$ cat config.mk
export PLATFORM = sky130hd
export DESIGN_NAME = spi_frame_scheduler
export DESIGN_NICKNAME = d
export VERILOG_FILES = /design/src/rtl/spi_frame_scheduler.sv
export SDC_FILE = /design/constraint.sdc
export NUM_CORES = 1
export LEC_CHECK = 0
export BUFFER_PORTS_ARGS = -buffer_cell sky130_fd_sc_hd__buf_2
export CAP_MARGIN = 15
export CORE_ASPECT_RATIO = 0.5
export CORE_MARGIN = 2
export CORE_UTILIZATION = 47
export DETAILED_ROUTE_END_ITERATION = 7
export GPL_ROUTABILITY_DRIVEN = 0
export PLACE_DENSITY = 0.83
export SYNTH_ARGS = -nofsm -noshare
export SYNTH_HDL_FRONTEND = slang
export SYNTH_SLANG_ARGS = --single-unit
$ cat constraint.sdc
create_clock -name clk -period 2.5 [get_ports clk]
set_input_delay 0 -clock clk [delete_from_list [all_inputs] [get_ports clk]]
set_output_delay 0 -clock clk [all_outputs]
set_load 0.05 [all_outputs]
$ cat src/rtl/spi_frame_scheduler.sv
// Frame-level scheduler feeding the SPI slave transmitter from two
// first-word-fall-through word sources (src0 trace, src1 status).
// A source holding at least one full frame of words is granted per frame.
// Its words are handed to the transmitter one per word request. When no
// source is granted, the transmitter sends empty frames.
module spi_frame_scheduler #(
   parameter int FRAME_WORDS = 8,
   parameter int COUNT_W     = 8
) (
   input  logic               clk,
   input  logic               rst,
   input  logic               enable,
   input  logic [15:0]        src0_word,
   input  logic [COUNT_W-1:0] src0_count,
   output logic               src0_pop,
   input  logic [15:0]        src1_word,
   input  logic [COUNT_W-1:0] src1_count,
   output logic               src1_pop,
   input  logic               frame_sync,
   input  logic               word_req,
   output logic               transmit,
   output logic [15:0]        tx_word,
   output logic [1:0]         grant,
   output logic               underrun,
   output logic [15:0]        frames_sent
);

   localparam int WL_W = $clog2(FRAME_WORDS + 1);
   localparam logic [COUNT_W-1:0] FW_CNT = COUNT_W'(FRAME_WORDS);
   localparam logic [WL_W-1:0]    FW_WL  = WL_W'(FRAME_WORDS);
   localparam logic [WL_W-1:0]    WL_ONE = WL_W'(1);

   typedef enum logic [1:0] {
      IDLE    = 2'd0,
      ARMED   = 2'd1,
      SENDING = 2'd2
   } state_t;

   state_t            state, state_nxt;
   logic [WL_W-1:0]   words_left, words_left_nxt;
   logic [1:0]        grant_nxt;
   logic              last_grant, last_grant_nxt;   // 1 = src1 owned the last frame
   logic [15:0]       tx_word_nxt;
   logic [15:0]       frames_sent_nxt;
   logic              pop0_c, pop1_c, underrun_c;
   logic              q0, q1, sel;
   logic [COUNT_W-1:0] cur_count;
   logic [15:0]       cur_word;

   // A source may only be granted when it already holds a whole frame.
   function automatic logic qualifies(input logic [COUNT_W-1:0] cnt);
      return cnt >= FW_CNT;
   endfunction

   // State and datapath registers; reset returns everything to idle.
   always_ff @(posedge clk) begin
      if (rst) begin
         state       <= IDLE;
         words_left  <= '0;
         grant       <= 2'b00;
         last_grant  <= 1'b1;
         tx_word     <= '0;
         frames_sent <= '0;
      end else begin
         state       <= state_nxt;
         words_left  <= words_left_nxt;
         grant       <= grant_nxt;
         last_grant  <= last_grant_nxt;
         tx_word     <= tx_word_nxt;
         frames_sent <= frames_sent_nxt;
      end
   end

   // Next-state logic, pop strobes and underrun detection.
   always_comb begin
      state_nxt       = state;
      words_left_nxt  = words_left;
      grant_nxt       = grant;
      last_grant_nxt  = last_grant;
      tx_word_nxt     = tx_word;
      frames_sent_nxt = frames_sent;
      pop0_c          = 1'b0;
      pop1_c          = 1'b0;
      underrun_c      = 1'b0;
      sel             = 1'b0;
      q0              = qualifies(src0_count);
      q1              = qualifies(src1_count);
      cur_count       = grant[1] ? src1_count : src0_count;
      cur_word        = grant[1] ? src1_word  : src0_word;

      case (state)
         IDLE: begin
            if (enable && (q0 || q1)) begin
               // On a tie the source that did not own the last frame wins.
               sel         = (q0 && q1) ? ~last_grant : q1;
               pop0_c      = ~sel;
               pop1_c      = sel;
               tx_word_nxt = sel ? src1_word : src0_word;
               grant_nxt   = sel ? 2'b10 : 2'b01;
               state_nxt   = ARMED;
            end
         end
         ARMED: begin
            if (frame_sync) begin
               words_left_nxt = FW_WL;
               state_nxt      = SENDING;
            end
         end
         SENDING: begin
            if (frame_sync) begin
               // Transmitter re-synchronised: drop the frame without counting it.
               grant_nxt      = 2'b00;
               last_grant_nxt = grant[1];
               state_nxt      = IDLE;
            end else if (word_req) begin
               words_left_nxt = words_left - WL_ONE;
               if (words_left > WL_ONE) begin
                  if (cur_count == '0) begin
                     underrun_c  = 1'b1;
                     tx_word_nxt = '0;
                  end else begin
                     pop0_c      = grant[0];
                     pop1_c      = grant[1];
                     tx_word_nxt = cur_word;
                  end
               end else begin
                  frames_sent_nxt = frames_sent + 16'd1;
                  last_grant_nxt  = grant[1];
                  grant_nxt       = 2'b00;
                  state_nxt       = IDLE;
               end
            end
         end
         default: state_nxt = IDLE;
      endcase
   end

   assign transmit = (state == ARMED);
   assign src0_pop = pop0_c & ~rst;
   assign src1_pop = pop1_c & ~rst;
   assign underrun = underrun_c & ~rst;

endmodule
==> results.yml, run 1 <==
routing:
  drtIter0Drc: 36
  ant_nets: 0
  wl_met2_um: 2650
  drc: 0
  dr_total_vias: 2079
  drtPass1Iterations: 4
  routed.top_layer: "met4"
  viasPerCell: 5.50
  wl_met1_um: 2160
  dr_wl_met3_um: 261
  routedWlPerCell_um: 13.6
  routed_wl_um: 5130
synth:
  syn_inst: 231
  synth_common_cells: "41 x dfxtp_1, 22 x inv_1, 21 x nor2_1, 14 x a211oi_2, 14 x nand2_1"
  synth_top_area_frac: 0.393
  synth_warnings: 0
  synth.area.top_cells: "dfxtp_1 39%, a211oi_2 8.4%, a221oi_1 5.5%"
  yosysMostFrequentCell: "dfxtp_1"
  async_flop_share: 0
  synth_top_area_cell: "dfxtp_1"
  yosysSeqAreaShare: 0.393
  synth_edf_count: 0
  syn-num-nets: 287
  syn_area_per_cell_um2: 9.04
  synth.distinct_cells: 41
  synth_ff_type: "dfxtp_1"
  synth.cell_area_um2: 2090
  ys_ff_latch: 41
cts:
  clk_path_buf_depth: 2
  clk_pin_slew_ps: 80
  clk_latency_ps: 300
  post_cts_resized: 0
  cts_buffers: 5
  cts_tree: "done"
  cts.sinks: 41
  cts_hold_buf: 0
  postCtsSetupBuffers: 0
  ctsHtreeMaxLevel: 2
  cts_root_buf: "clkbuf_8"
finish:
  drive_above_1_share: 0.393
  regArea_um2: 821
  nNetsFinal: 376
  finish.utilization: 0.621
  multi_input_area_um2: 1140
  area_delta_synth_final_pct: 29.1
  layout.cells.non_filler: 378
  fin_area_um2: 2700
  diodes: 0
  fill_cells: 379
sta:
  relSlewSlack: 0.371
  setup_slack_ps: 222
  period_needed_ps: 2280
  hold_viol_final: 0
  period_share: 0.911
  setup_viol: 0
  maxSlewViolCount: 0
  fin_tns_setup_ps: 0
  rsz0062_at_grt: "no"
  finClkSkew_ps: 12.0
  max_slew.worst_pin.slew_ps: 944
  maxClockFrequency_mhz: 439
die:
  dieArea_um2: 5020
  fp.dieH_um: 51.1
  floorplan.core_area_um2: 4340
  start_util: 0.481
  row_count: 17
  pin_count: 91
  die_w_um: 98.3
worst_setup_path:
  reg2reg_from: "words_left[0]"
  reg2regPathDepth: 9
  r2r_end: "tx_word[0]"
  required_ps: 2500
  setup.worst_path.start_class: "flip-flop"
  cp.arrival_ps: 2280
  rrSetupSlack_ps: 380
  setup.worst_path.start: "words_left[0]"
  endpoint_kind: "output pin"
  path_max_fanout: 6
  critPathCapture: "src0_pop"
  path_class: "reg -> out"
pwr:
  p_per_area_nw_per_um2: 544
  peakVddDrop_uv: 234
  power_leakage_nw: 1.11
place:
  pre_cts_ws_ps: 364
  dp.final_hpwl_um: 3830
  dp.cells: 370
  io_buffers: 90
  postPlaceCellArea_um2: 2600
global_route:
  grt_overflow: 0
  antenna_found_initial: 0
  grt_max_degree: 45
  grt_pass1_wl_um: 8380
  grt_pass1_vias: 1974
  track_usage: 0.204
status:
  status: "completed"
job:
  maxCapViolations: 0
worst_hold_path:
  hp-class: "in -> reg"
## worst max-delay path, cell delays in order (launching register included)
cell,delay (ps)
dfxtp_1,430
inv_1,60
ha_1,200
or2_2,320
a21boi_0,190
buf_4,160
nand3_1,90
a211oi_2,230
buf_2,300
## state kept, by name, summed over array words and instances, names as in the netlist
signal,cells
words_left,4
tx_word,16
state,2
frames_sent,16
last_grant,1
grant,2
## worst min path at each step
stage,start,endpoint,slack [ps],cells after the start
2_1_floorplan,frame_sync,state[0],180,2
3_3_place_gp,frame_sync,state[0],320,3
4_1_cts,frame_sync,state[0],10,3
5_1_grt,frame_sync,state[0],30,3
3_5_place_dp,frame_sync,state[0],330,3
6_report,frame_sync,state[0],20,3
## metal layers
metal  vias to the layer above  track usage
met5                         -            0
met4                         0       0.0685
met3                         7       0.0479
met2                        57        0.386
met1                       995        0.233
li1                       1020            -
## per-stage QoR
step / power [mW] / hold slack [ps]
6_report: 1.47 / 24.7
3_3_place_gp: 1.03 / 324
3_5_place_dp: 1.04 / 333
2_1_floorplan: 0.943 / 182
4_1_cts: 1.48 / 10.0
5_1_grt: 1.54 / 29.6
## layout by cell type, fill, tap and decap left out, types with 5 or more instances in the layout
cell type   n
a211oi_2   16
nor3_1      6
a221oi_1   13
xnor2_1    10
dfxtp_1    41
inv_1      22
a21oi_1     8
buf_2      90
nor2_1     21
xor2_1      5
nor4_1      8
nand2_1    14
nand3_1     9
clkbuf_8    5
## cell families (layout without fill, tap and decap cells)
family          Yosys count  in the layout  synth area share
flops                    41             41             0.393
fa+ha+maj                 3              3            0.0180
xor+xnor                 15             15            0.0629
simple gates             80             80             0.201
compound gates           58             58             0.253
mux                       1              1           0.00479
buf+inv                  33            123            0.0677
## area by class of cell
type | instances | share of cell area
Sequential cell | 41 | 0.305
Clock buffer | 5 | 0.0255
Timing Repair Buffer | 93 | 0.180
Multi-Input combinational cell | 157 | 0.423
Tap cell | 57 | 0.0265
Inverter | 22 | 0.0306
Clock inverter | 3 | 0.00929
## where the power goes
| part | switching, mW | total [mW] | internal, mW |
|---|---|---|---|
| registers | 0.0201 | 0.704 | 0.684 |
| clock network | 0.244 | 0.446 | 0.201 |
| logic | 0.212 | 0.317 | 0.106 |
| total | 0.476 | 1.47 | 0.991 |
No activity file was read; power rests on OpenSTA's default activity.
==> inputs of run 2 (changes only) <==
Settings changed: CORE_UTILIZATION 47 to 38, PLACE_DENSITY 0.83 to 0.7, SLEW_MARGIN from default to 5.
==> run 2 against run 1 <==
  * Die area increased by 22%
  * Sequential cell count stayed put
  * Fmax rose by 1.3%
  * Largest power group unchanged
  * Sequential share of layout area fell by 0.18 points
  * Core utilization is 12 points lower
  * Highest routed layer unchanged
==> results.yml, run 2 (synthesis gave the netlist of run 1 again) <==
sta:
  hold_viol_final: 0
  period_needed_ps: 2250
  rsz0062_at_grt: "no"
  maxSlewViolCount: 0
  relSlewSlack: 0.361
  finClkSkew_ps: 7.48
  fin_tns_setup_ps: 0
  setup_viol: 0
  max_slew.worst_pin.slew_ps: 958
  period_share: 0.899
  whs_ps: 48.0
  maxClockFrequency_mhz: 445
worst_setup_path:
  setup.worst_path.start_class: "flip-flop"
  path_class: "reg -> out"
  cp.arrival_ps: 2250
  path_max_fanout: 6
  reg2reg_from: "words_left[0]"
  r2r_end: "tx_word[4]"
  endpoint_kind: "output pin"
  rrSetupSlack_ps: 370
  required_ps: 2500
  setup.worst_path.start: "words_left[0]"
  reg2regPathDepth: 9
  critPathCapture: "src0_pop"
routing:
  viasPerCell: 5.08
  drtPass1Iterations: 4
  ant_nets: 0
  routed_wl_um: 4990
  drc: 0
  routedWlPerCell_um: 12.7
  dr_total_vias: 1998
  drtIter0Drc: 106
finish:
  diodes: 0
  layout_common_cells: "90 x buf_2, 41 x dfxtp_1, 22 x inv_1"
  area_delta_synth_final_pct: 29.8
  fill_cells: 524
  regArea_um2: 821
  nNetsFinal: 376
  drive_above_1_share: 0.391
  largestRegisters: "frames_sent: 16 flops, tx_word: 16 flops, words_left: 4 flops"
  final_common_cell: "buf_2"
  multi_input_area_um2: 1140
pwr:
  peakVddDrop_uv: 233
  power_leakage_nw: 1.11
  p_per_area_nw_per_um2: 536
cts:
  cts_tree: "done"
  post_cts_resized: 0
  clk_pin_slew_ps: 70
  cts_root_buf: "clkbuf_8"
  postCtsSetupBuffers: 0
  cts.sinks: 41
  clk_latency_ps: 290
  ctsHtreeMaxLevel: 2
  clk_path_buf_depth: 2
  cts_hold_buf: 0
  cts_buffers: 5
die:
  fp.dieH_um: 56.4
  row_count: 19
  die_w_um: 109
  floorplan.core_area_um2: 5400
  pin_count: 91
  start_util: 0.387
  dieArea_um2: 6140
global_route:
  grt_pass1_wl_um: 8310
  antenna_found_initial: 0
  grt_overflow: 0
  track_usage: 0.168
  grt_pass1_vias: 1916
  grt_max_degree: 45
job:
  maxCapViolations: 0
worst_hold_path:
  hp-class: "in -> reg"
place:
  dp.final_hpwl_um: 3790
  io_buffers: 90
status:
  status: "completed"
-- run 2: cell types whose count changed in the layout (fill, tap and decap cells not counted) --
cell	change
clkbuf_8	+1
clkinv_4	-1
inv_6	-1
-- run 2: through the flow --
step | utilization | area (um^2) | std cells | setup slack (ps) | power, mW
finish | 0.502 | 2710 | 393 | 252 | 1.45
CTS | 0.502 | 2710 | 393 | 226 | 1.48
global route | 0.502 | 2710 | 393 | 61.0 | 1.54
floorplan | - | 2100 | 231 | 204 | 0.943
detailed placement | 0.486 | 2620 | 386 | 361 | 1.04
global placement | 0.486 | 2620 | 386 | 475 | 1.03
-- run 2: power breakdown --
part	internal [mW]	switching [mW]
Clock	0.218	0.215
Combinational	0.106	0.211
Sequential	0.684	0.0199
-- run 2: critical path: stages (launching register included) --
cell and delay, ps:
dfxtp_1 410, inv_1 70, ha_1 210, or2_2 320, a21boi_0 180, buf_4 160, nand3_1 90, a211oi_2 220
buf_2 300
-- run 2: final cells by class --
| cell class | count | share of cell area |
|---|---|---|
| multi-input cells | 157 | 0.421 |
| flip-flops and latches | 41 | 0.303 |
| repair buffers | 93 | 0.179 |
| well taps | 73 | 0.0337 |
| clock buffers | 6 | 0.0305 |
| inverters | 22 | 0.0305 |
| clock inverters | 1 | 0.00277 |
-- run 2: metal layers --
metal	global-route usage	share of wire
met1	0.200	0.45
met2	0.310	0.50
met3	0.0372	0.041
met4	0.0348	0.0042
met5	0	0
-- run 2: worst min path at each step --
stage	to	slack, ps	start	depth (start not counted)
floorplan	state[0]	180	frame_sync	2
global placement	state[0]	330	frame_sync	3
global route	state[0]	40	frame_sync	3
CTS	state[0]	40	frame_sync	3
finish	state[0]	50	frame_sync	3
detailed placement	state[0]	340	frame_sync	3
==> inputs of run 3 (changes only) <==
Settings changed: CTS_CLUSTER_SIZE from default to 28, PLACE_DENSITY 0.7 to 0.66.
==> run 3 against run 2 <==
  * Global-route usage fell by 0.60 points
  * Fmax fell by 0.24%
  * Largest cell class unchanged
  * Register-to-register slack barely moved
  * Critical path depth did not move
  * Core utilization rose by 0.63 points
  * Non-clock buffer count rose by 1
==> results.yml, run 3 (synthesis gave the netlist of run 1 again) <==
sta:
  maxClockFrequency_mhz: 444
  maxSlewViolCount: 0
  rsz0062_at_grt: "no"
  fin_tns_setup_ps: 0
  hold_viol_final: 0
  finClkSkew_ps: 11.2
  max_slew.worst_pin.slew_ps: 741
  setup_viol: 0
  period_share: 0.902
  relSlewSlack: 0.506
  setup_slack_ps: 246
  period_needed_ps: 2250
status:
  status: "completed"
place:
  dp.final_hpwl_um: 3660
  postPlaceCellArea_um2: 2630
  io_buffers: 90
  pre_cts_ws_ps: 367
finish:
  area_delta_synth_final_pct: 31.5
  diodes: 0
  nNetsFinal: 377
  fin_area_um2: 2750
  layout_common_cells: "90 x buf_2, 41 x dfxtp_1, 22 x inv_1"
  finish.utilization: 0.509
  drive_above_1_share: 0.391
  largestRegisters: "frames_sent: 16 flops, tx_word: 16 flops, words_left: 4 flops"
  final_common_cell: "buf_2"
pwr:
  peakVddDrop_uv: 229
  p_per_area_nw_per_um2: 571
  power_leakage_nw: 1.13
  total_power_mw: 1.57
worst_setup_path:
  setup.worst_path.start_class: "flip-flop"
  required_ps: 2500
  reg2reg_from: "words_left[0]"
  worst_path_max_delay_cell: "dfxtp_1"
  r2r_end: "tx_word[15]"
  path_class: "reg -> out"
  rrSetupSlack_ps: 380
  cp.arrival_ps: 2250
  endpoint_kind: "output pin"
  worst-path-buf-inv: 3
  crit_chain: "inv_1, ha_1, or2_2, a21boi_0, buf_4, nand3_1, a211oi_2, buf_2"
  cp_slowest_stage_delay_ps: 420
  path_max_fanout: 6
  reg2regPathDepth: 9
  cp_top_family: "buffers and inverters"
cts:
  clk_path_buf_depth: 2
  cts_root_buf: "clkbuf_8"
  post_cts_resized: 0
  cts_hold_buf: 0
  ctsHtreeMaxLevel: 2
  cts.sinks: 41
  postCtsSetupBuffers: 0
  cts_buffers: 5
  cts_tree: "done"
  clk_pin_slew_ps: 70
  clk_latency_ps: 290
die:
  floorplan.core_area_um2: 5400
  die_w_um: 109
  row_count: 19
  dieArea_um2: 6140
  start_util: 0.387
  pin_count: 91
  fp.dieH_um: 56.4
worst_hold_path:
  hold_path_end: "state[0]"
  hold_depth: 3
  min_from: "frame_sync"
  hp-class: "in -> reg"
routing:
  viasPerCell: 5.14
  routedWlPerCell_um: 12.4
  drtIter0Drc: 97
  drtPass1Iterations: 5
  dr_total_vias: 2030
  routed_wl_um: 4910
  drc: 0
  ant_nets: 0
global_route:
  grt_overflow: 0
  grt_pass1_wl_um: 8030
  grt_max_degree: 36
  track_usage: 0.162
  grt_pass1_vias: 1848
  antenna_found_initial: 0
job:
  maxCapViolations: 0
[run 3: changes by cell type in the layout (fill, tap and decap cells not counted)]
| cell | delta |
|---|---|
| bufinv_16 | +1 |
| buf_4 | +1 |
| clkinvlp_4 | -1 |
| clkbuf_1 | +1 |
[run 3: power by group]
part           total [mW]  switching, mW  internal [mW]
Combinational       0.317          0.210          0.107
Clock               0.548          0.223          0.326
Sequential          0.703         0.0191          0.684
[run 3: worst max-delay path by stage]
stage,start,end,cells after the start
global placement,src0_count[7],tx_word[14],6
global route,words_left[0],src0_pop,8
detailed placement,src0_count[7],tx_word[15],6
floorplan,words_left[0],src1_pop,6
CTS,words_left[0],src1_pop,8
finish,words_left[0],src1_pop,8
[run 3: stage by stage]
step           cells  hold slack (ps)
5_1_grt          395             37.6
2_1_floorplan    231              182
6_report         395             35.4
3_5_place_dp     387              334
4_1_cts          395             28.9
3_3_place_gp     387              330
[run 3: cell type report]
type,count,area [um^2]
Fill cell,512,2650
Multi-Input combinational cell,157,1140
Sequential cell,41,821
Timing Repair Buffer,94,493
Tap cell,73,91.3
Clock buffer,7,86.3
Inverter,22,82.6
Clock inverter,1,30.0
[run 3: layer usage]
metal,share of wire,GRT usage,up-vias
li1,-,-,1029
met1,0.46,0.193,942
met2,0.48,0.287,52
met3,0.049,0.0430,7
met4,0.0090,0.0458,0
met5,0,0,-
[run 3: tightest hold or removal path, delay by kind of cell]
family,cells,cell delay [ps]
and+or+nand+nor,1,100
buffers and inverters,1,120
AOI/OAI and AO/OA,1,60
